===== src/rtl/tt_sweep_checker_pkg.sv =====
// Shared types and sizes for the truth-table sweep checker.
// Pure declarations, no logic and no latency.
// No flow control lives here.
package tt_sweep_checker_pkg;

    localparam int N_VECT = 16;
    localparam int IDX_W  = 4;
    localparam int CNT_W  = 5;

    typedef enum logic [1:0] {
        IDLE   = 2'd0,
        DRIVE  = 2'd1,
        SAMPLE = 2'd2,
        DONE   = 2'd3
    } state_t;

endpackage


===== src/rtl/tt_vector_counter.sv =====
// Minterm index plus per-vector settle counter for the sweep checker.
// Registered outputs, one edge from control to new count.
// No handshake; clear > inc > tick in priority, reset above all.
module tt_vector_counter import tt_sweep_checker_pkg::*; #(
    parameter int SETTLE = 1
) (
    input  logic             clock,
    input  logic             reset,
    input  logic             clear,
    input  logic             inc,
    input  logic             tick,
    output logic [IDX_W-1:0] idx,
    output logic             settle_done,
    output logic             last
);

    localparam int SW = (SETTLE > 1) ? $clog2(SETTLE) : 1;

    logic [SW-1:0] settle;

    // Index advances once per vector; settle restarts for every new vector.
    always_ff @(posedge clock) begin
        if (reset) begin
            idx    <= '0;
            settle <= '0;
        end else if (clear) begin
            idx    <= '0;
            settle <= '0;
        end else if (inc) begin
            idx    <= idx + IDX_W'(1);
            settle <= '0;
        end else if (tick) begin
            settle <= settle + SW'(1);
        end
    end

    assign settle_done = (settle == SW'(SETTLE - 1));
    assign last        = (idx == IDX_W'(N_VECT - 1));

endmodule


===== config.mk =====
export PLATFORM = sky130hd
export DESIGN_NAME = tt_vector_counter
export DESIGN_NICKNAME = d
export VERILOG_FILES = /design/src/rtl/tt_sweep_checker_pkg.sv /design/src/rtl/tt_vector_counter.sv
export SDC_FILE = /design/constraint.sdc
export NUM_CORES = 1
export LEC_CHECK = 0
export ABC_AREA = 1
export CELL_PAD_IN_SITES_DETAIL_PLACEMENT = 0
export CELL_PAD_IN_SITES_GLOBAL_PLACEMENT = 1
export CORE_AREA = 2 2 39 41
export CTS_CLUSTER_DIAMETER = 120
export DETAILED_ROUTE_END_ITERATION = 7
export DIE_AREA = 0 0 41 43
export PLACE_DENSITY = 0.51
export SLEW_MARGIN = 10
export SYNTH_ARGS = -nofsm -noshare
export SYNTH_HDL_FRONTEND = slang
export SYNTH_SLANG_ARGS = --single-unit

===== constraint.sdc =====
create_clock -name clock -period 1.5 [get_ports clock]
set_input_delay 0.225 -clock clock [delete_from_list [all_inputs] [get_ports clock]]
set_output_delay 0.225 -clock clock [all_outputs]
set_load 0.02 [all_outputs]

==> After elaboration in Yosys (flattened, before gate mapping) <==
Cells that the tools add are included.
{ "word_totals": {"register_bits": 5, "input_bits": 5, "out_inout_bits": 6, "elab_cells": 8} }
{ "classes": {"n_reduce_logical": 2, "bitwise_logic": 1, "eq_ne": 1, "addsub": 2} }
{ "op_table": {"columns": ["cell", "count"], "rows": [
  ["$add A4 B1 Y4 const B", 1],
  ["$eq A4 B4 Y1 const B", 1],
  ["$reduce_or A3 Y1", 1],
  ["$reduce_or A2 Y1", 1],
  ["$add A1 B1 Y1 const B", 1],
  ["$not A1 Y1", 1]
]} }

==> Longest topological paths before layout <==
Gate-level depths: netlist of run 1.
{ "logic_depth": {"depth_word": 1, "ltp_mapped": 5, "ltp_nobuf": 5} }

==> Least setup slack after synthesis of run 1 <==
No wires, ideal clock.
{ "synth_timing": {"path_kind": "reg2out", "start": "register idx[0]", "end": "output last", "t_arrival_ps": 974, "path_stages_with_launch": 3, "required_ps": 1275, "path_slack_ps": 301, "path_buffers": 0, "cell_sequence": "dfxtp_1 ha_1 and3_1"} }
{ "synth_between": {"elab_chain_cells": 1} }
{ "synth_rtl": {"columns": ["element", "line", "text"], "rows": [
  ["start: declaration", "tt_vector_counter.sv:12", "output logic [IDX_W-1:0] idx,"],
  ["start signal: assignment", "tt_vector_counter.sv:30", "idx <= idx + IDX_W'(1);"],
  ["$eq A4 B4 Y1", "tt_vector_counter.sv:38", "assign last = (idx == IDX_W'(N_VECT - 1));"],
  ["end: declaration", "tt_vector_counter.sv:14", "output logic last"]
]} }
Every way passes these cells.

==> Worst setup path in the final report of run 1 <==
{ "layout_timing": {"start": "register idx[3]", "end": "output idx[3]"} }
No word-level cell between the ends.

==> results.py, run 1 <==
metrics = {
    "power_and_ir_drop": {
        "p_sw_uw": 74.0,
        "p_leak_nw": 0.178,
        "comb_power_share_pct": 11.6,
        "p_per_area_mw_per_mm2": 862,
        "seqPwrFrac_pct": 41.7,
        "p_clk_share_pct": 46.7,
        "switching_share_pct": 22.3,
        "internal-power_uw": 258,
        "ir_drop_uv": 280,
    },
    "timing": {
        "min_period_ns": 1.43,
        "tightest_slew_ns": 0.292,
        "finalMaxSlewViolations": 0,
        "fmax_mhz": 698,
        "timing.final.crit_share_pct": 95.5,
        "fin_setup_tns_ns": 0,
        "setup_viol": 0,
        "skew_ns": 0.000191,
        "hold_violations": 0,
        "rsz0062_at_grt": "no",
        "maxSlewHeadroom_pct": 80.5,
    },
    "drt": {
        "firstDrtPassIters": 2,
        "via_count": 233,
        "wire_per_inst_um": 7.90,
        "drt_iter0_markers": 4,
        "viasPerCell": 3.82,
        "remaining_drc_errors": 0,
        "wirelength_um": 482,
        "ant_nets": 0,
    },
    "global_route": {
        "track_usage_pct": 7.94,
        "antenna_found_initial": 0,
        "gr-total-overflow": 0,
        "grt_max_degree": 9,
        "grt_pass1_wl_um": 883,
        "grt_pass1_vias": 242,
    },
    "setup_path": {
        "cp_max_fo": 4,
        "path_cells": "clkdlybuf4s50_1",
        "max_stage_delay_ns": 0.61,
        "cp_top_family": "buffers and inverters",
        "critPathKind": "reg2out",
        "worstSetupEndpointType": "output port",
        "slowest_stage": "clkdlybuf4s50_1",
        "cp_data_arrival_time_ns": 1.21,
        "cp_data_required_time_ns": 1.27,
        "start_kind": "register",
        "cp_num_buf_inv": 1,
    },
    "cts": {
        "cts_root_buffer": "clkbuf_4",
        "cts_setup_buffers": 0,
        "cts_tree": "done",
        "path_clk_slew_ns": 0.04,
        "cts_max_level": 1,
        "cts_sinks": 5,
        "clock_latency_ns": 0.24,
        "cts_buffers": 3,
        "clk_path_buf_depth": 2,
        "cts_hold_buf": 0,
    },
    "die": {
        "row_count": 14,
        "dieHeight_um": 43,
        "ios": 11,
        "start_util_pct": 15.6,
        "die_w_um": 41,
        "fp.coreArea_mm2": 0.00138,
        "fp.dieArea_mm2": 0.00176,
    },
    "cells_and_area": {
        "syn2layout_area_growth_pct": 78.0,
        "mostFrequentLayoutCell": "clkdlybuf4s50_1",
        "multiInputGateArea_um2": 105,
        "layout.nets": 52,
        "drive_gt1_share_pct": 17.8,
        "antenna_cells": 0,
        "regArea_um2": 100,
        "fillers": 154,
        "fin_util_pct": 27.8,
        "layout_common_cells": "clkdlybuf4s50_1 (6), dfxtp_1 (5), nor2_1 (4), nand2_1 (4)",
    },
    "logic_synthesis": {
        "synth_area_per_cell_um2": 7.73,
        "synthDistinctLibCells": 13,
        "yosys_warnings": 0,
        "synth_cells": 28,
        "ys_ff_latch": 5,
        "synthesis.nets": 34,
        "netlist_area_um2": 216,
        "seq_area_frac_synth_pct": 46.2,
    },
    "status": {
        "status": "finished, final reports clean",
    },
    "hold_path": {
        "hold_path.class": "reg2reg",
    },
    "place": {
        "gp_congestion": 0.634,
        "dp_hpwl_um": 407,
        "io_buffers": 10,
    },
    "flow_run": {
        "drv_cap": 0,
    },
}
[metal layers]
metal / vias up / share of wire [%] / track usage [%]
li1: 126 / - / -
met1: 100 / 43 / 8.06
met2: 7 / 48 / 10.3
met3: 0 / 9.1 / 6.28
met4: 0 / 0 / 6.00
met5: - / 0 / 0
[power by group through the flow]
stage | clock network [mW] | registers [mW] | logic [mW]
floorplan | 0 | 0.145 | 0.0113
global placement | 0 | 0.141 | 0.0401
detailed placement | 0 | 0.141 | 0.0407
CTS | 0.163 | 0.139 | 0.0391
global route | 0.173 | 0.139 | 0.0433
finish | 0.155 | 0.139 | 0.0384
[synth_stat cells]
master	n	share of area (%)
dfxtp_1	5	46
nand2_1	4	6.9
nor2_1	4	6.9
a21oi_1	3	6.9
inv_1	3	5.2
o21ai_0	2	4.6
and3_1	1	2.9
ha_1	1	5.8
nand2_2	1	2.9
nand3_1	1	2.3
nor2_2	1	2.9
nor3_1	1	2.3
xnor2_1	1	4.0
[stage by stage]
stage / hold WS [ns] / power, mW / instance area, um^2 / setup slack, ns / instances
CTS: 0.531 / 0.340 / 382 / 0.0112 / 61
global placement: 0.507 / 0.181 / 359 / 0.0428 / 57
finish: 0.522 / 0.332 / 385 / 0.0671 / 61
global route: 0.564 / 0.355 / 385 / 0.00777 / 61
detailed placement: 0.524 / 0.182 / 359 / 0.0351 / 57
floorplan: 0.302 / 0.156 / 216 / 0.301 / 28
[sequential cells by signal, summed over array words and instances (netlist names)]
signal  flops
settle      1
idx         4
[cells by family (layout without fill, tap and decap cells)]
group | after synthesis | after routing | share of synthesized area (%)
AO/OA/AOI/OAI | 5 | 5 | 11.6
XOR/XNOR | 1 | 1 | 4.05
adder cells (fa/ha/maj) | 1 | 1 | 5.78
buffers and inverters | 3 | 20 | 5.20
flip-flops | 5 | 5 | 46.2
AND/OR/NAND/NOR | 13 | 13 | 27.2
[path summary, 6_finish.rpt]
kind | start | end | slack [ns] | depth (start not counted)
worst max-delay path | idx[3]$_SDFFE_PP0P_ | idx[3] | 0.07 | 1
worst min-delay path | idx[3]$_SDFFE_PP0P_ | idx[3]$_SDFFE_PP0P_ | 0.52 | 2
worst max register to register | idx[0]$_SDFFE_PP0P_ | idx[2]$_SDFFE_PP0P_ | 0.56 | 4
worst min register to register | idx[3]$_SDFFE_PP0P_ | idx[3]$_SDFFE_PP0P_ | 0.52 | 2
[timing repair]
| item | in CTS | in global routing |
|---|---|---|
| gates resized for setup | 3 | 2 |
| setup endpoints to repair | 3 | 2 |
| endpoints found under the hold margin | 0 | 0 |
| pin swaps | 0 | 0 |
[final cells by class]
| class | count | area share [%] |
|---|---|---|
| Inverter | 3 | 2.92 |
| Tap cell | 16 | 5.19 |
| Clock buffer | 4 | 6.82 |
| Multi-Input combinational cell | 20 | 27.3 |
| Sequential cell | 5 | 26.0 |
| Timing Repair Buffer | 13 | 31.8 |
No activity file was read; power rests on OpenSTA's default activity.
==> run 2, diff against run 1 <==
Settings changed: SKIP_LAST_GASP set to 1.
==> results of run 2 <==
The final DEF is identical to that of run 1; final timing and power are the same.
==> run 3, diff against run 2 <==
Settings changed: ABC_AREA 1 to not set, PLACE_DENSITY 0.51 to not set, PLACE_DENSITY_LB_ADDON set to 0.1.
==> results.py, run 3 <==
metrics = {
    "cells_and_area": {
        "largest_reg_flops": 4,
        "layout_common_cells": "clkdlybuf4s50_1 (6), dfxtp_1 (5), buf_4 (4)",
        "antenna_cells": 0,
        "layout.nets": 47,
        "syn2layout_area_growth_pct": 63.7,
        "regMostFlops": "idx",
        "drive_gt1_share_pct": 25.0,
        "fin_area_um2": 412,
        "mostFrequentLayoutCell": "clkdlybuf4s50_1",
        "largestRegisters": "idx (4), settle (1)",
        "multiInputGateArea_um2": 136,
        "regArea_um2": 100,
        "fillers": 152,
    },
    "setup_path": {
        "r2r_setup_slack_ns": 0.52,
        "cp_top_family": "buffers and inverters",
        "crit_cells": 2,
        "worst_r2r_endpoint": "idx[3]$_SDFFE_PP0P_",
        "path_cells": "inv_1, clkdlybuf4s50_1",
        "cp_num_buf_inv": 2,
        "crit_end": "settle_done",
        "slowest_stage": "clkdlybuf4s50_1",
        "cp_data_required_time_ns": 1.27,
        "start_kind": "register",
        "cp_data_arrival_time_ns": 1.18,
        "reg2reg_depth": 3,
        "r2r-start": "idx[2]$_SDFFE_PP0P_",
        "critPathKind": "reg2out",
        "max_stage_delay_ns": 0.58,
        "startpoint": "settle$_SDFFE_PP0P_",
        "cp_max_fo": 2,
        "worstSetupEndpointType": "output port",
    },
    "die": {
        "start_util_pct": 18.2,
        "fp.dieArea_mm2": 0.00176,
        "ios": 11,
        "die_w_um": 41,
        "row_count": 14,
        "fp.coreArea_mm2": 0.00138,
        "dieHeight_um": 43,
    },
    "place": {
        "post-place-ws_ns": 0.0145,
        "io_buffers": 10,
        "placed_area_um2": 390,
        "gp_congestion": 0.753,
    },
    "global_route": {
        "grt_pass1_wl_um": 897,
        "grt_pass1_vias": 213,
        "grt_max_degree": 6,
        "antenna_found_initial": 0,
        "gr-total-overflow": 0,
        "track_usage_pct": 8.24,
    },
    "drt": {
        "via_count": 215,
        "wirelength_um": 604,
        "wl_met2_um": 283,
        "wire_per_inst_um": 10.8,
        "drt_iter0_markers": 6,
        "wl_met3_um": 40,
        "highest_layer": "met3",
        "wl_met1_um": 280,
        "firstDrtPassIters": 2,
        "remaining_drc_errors": 0,
        "ant_nets": 0,
        "viasPerCell": 3.84,
    },
    "hold_path": {
        "hold_path.class": "reg2reg",
        "hold_depth": 2,
    },
    "timing": {
        "timing.final.crit_share_pct": 93.9,
        "finalMaxSlewViolations": 0,
        "maxSlewHeadroom_pct": 84.7,
        "skew_ns": 0.00336,
        "fin_setup_tns_ns": 0,
        "post-route-worst-setup-slack_ns": 0.0913,
        "hold_violations": 0,
        "min_period_ns": 1.41,
        "rsz0062_at_grt": "no",
        "setup_viol": 0,
        "fmax_mhz": 710,
        "holdWs_ns": 0.548,
        "tightest_slew_ns": 0.231,
    },
    "logic_synthesis": {
        "synthTopCellsByCount": "dfxtp_1 (5), nor2_1 (2), nor3_1 (2), xnor2_1 (2)",
        "synth-edff-count": 0,
        "synth_top_cell_by_area": "dfxtp_1",
        "yosys_warnings": 0,
        "synth_most_common_cell": "dfxtp_1",
        "synthArstFlopShare_pct": 0,
        "seq_area_frac_synth_pct": 39.8,
        "ys_ff_latch": 5,
        "synthesis.nets": 29,
        "ys.flop_type": "dfxtp_1",
        "synth_top_area_share_pct": 39.8,
        "netlist_area_um2": 251,
        "synthTopCellsByArea": "dfxtp_1 (40%), nand4_4 (8.5%), xnor2_1 (7.0%)",
        "synthDistinctLibCells": 16,
        "synth_cells": 23,
        "synth_area_per_cell_um2": 10.9,
    },
    "cts": {
        "cts_root_buffer": "clkbuf_4",
        "path_clk_slew_ns": 0.04,
        "clk_path_buf_depth": 2,
        "post_cts_resized": 3,
        "cts_max_level": 1,
        "cts_tree": "done",
        "cts_hold_buf": 0,
        "cts_sinks": 5,
        "clock_latency_ns": 0.24,
        "cts_buffers": 3,
        "cts_setup_buffers": 0,
    },
    "flow_run": {
        "drv_cap": 0,
    },
    "power_and_ir_drop": {
        "p_clk_share_pct": 46.7,
        "ir_drop_uv": 239,
        "p_leak_nw": 0.198,
        "internal-power_uw": 260,
        "p_per_area_mw_per_mm2": 817,
        "p_sw_uw": 76.7,
        "seqPwrFrac_pct": 40.9,
        "finalPower_uw": 336,
        "switching_share_pct": 22.8,
        "comb_power_share_pct": 12.3,
    },
    "status": {
        "status": "finished, final reports clean",
    },
}
[run 3: cell count changes after synthesis, sizes merged, moves of 2 or more]
cell   before  now
a21oi       3    1
o21ai       2    0
nor2        5    2
inv         3    1
nand2       5    0
[run 3: logic make-up (layout without fill, tap and decap cells)]
| group | Yosys count | after routing | share of synthesized area, % |
|---|---|---|---|
| mux | 2 | 2 | 9.95 |
| buf+inv | 2 | 19 | 5.97 |
| simple gates | 9 | 9 | 26.4 |
| fa+ha+maj | 1 | 1 | 4.97 |
| compound gates | 2 | 2 | 5.97 |
| flops | 5 | 5 | 39.8 |
| xor+xnor | 2 | 2 | 6.97 |
[run 3: power groups by stage]
stage | clock (mW) | combinational (mW) | sequential, mW
final | 0.157 | 0.0415 | 0.138
after global routing | 0.175 | 0.0442 | 0.138
after CTS | 0.167 | 0.0418 | 0.138
after detailed placement | 0 | 0.0428 | 0.140
after global placement | 0 | 0.0425 | 0.140
after floorplan | 0 | 0.0167 | 0.144
[run 3: metal layers]
metal,global-route usage [%],vias up
met1,10.6,96
met3,3.66,0
met2,10.3,6
met5,0,-
met4,6.00,0
li1,-,113
[run 3: layout make-up]
class,instances,area share [%]
multi-input combinational,16,33.1
timing repair buffer,14,30.4
sequential,5,24.3
clock buffer,4,6.38
tap,16,4.86
inverter,1,0.912
[run 3: through the flow]
| stage | cells | utilization [%] |
|---|---|---|
| after detailed placement | 52 | 28.2 |
| after global routing | 56 | 29.7 |
| final | 56 | 29.7 |
| after CTS | 56 | 29.8 |
| after floorplan | 23 | - |
| after global placement | 52 | 28.2 |
[run 3: worst min-delay path, stage by stage, from the launching register on]
cell	delay (ns)
dfxtp_1	0.34
xnor2_1	0.12
nor3_1	0.04
[run 3: worst min-delay path by stage]
stage / start / to
2_1_floorplan: tick / settle$_SDFFE_PP0P_
3_5_place_dp: settle$_SDFFE_PP0P_ / settle$_SDFFE_PP0P_
5_1_grt: settle$_SDFFE_PP0P_ / settle$_SDFFE_PP0P_
4_1_cts: settle$_SDFFE_PP0P_ / settle$_SDFFE_PP0P_
6_report: settle$_SDFFE_PP0P_ / settle$_SDFFE_PP0P_
3_3_place_gp: settle$_SDFFE_PP0P_ / settle$_SDFFE_PP0P_
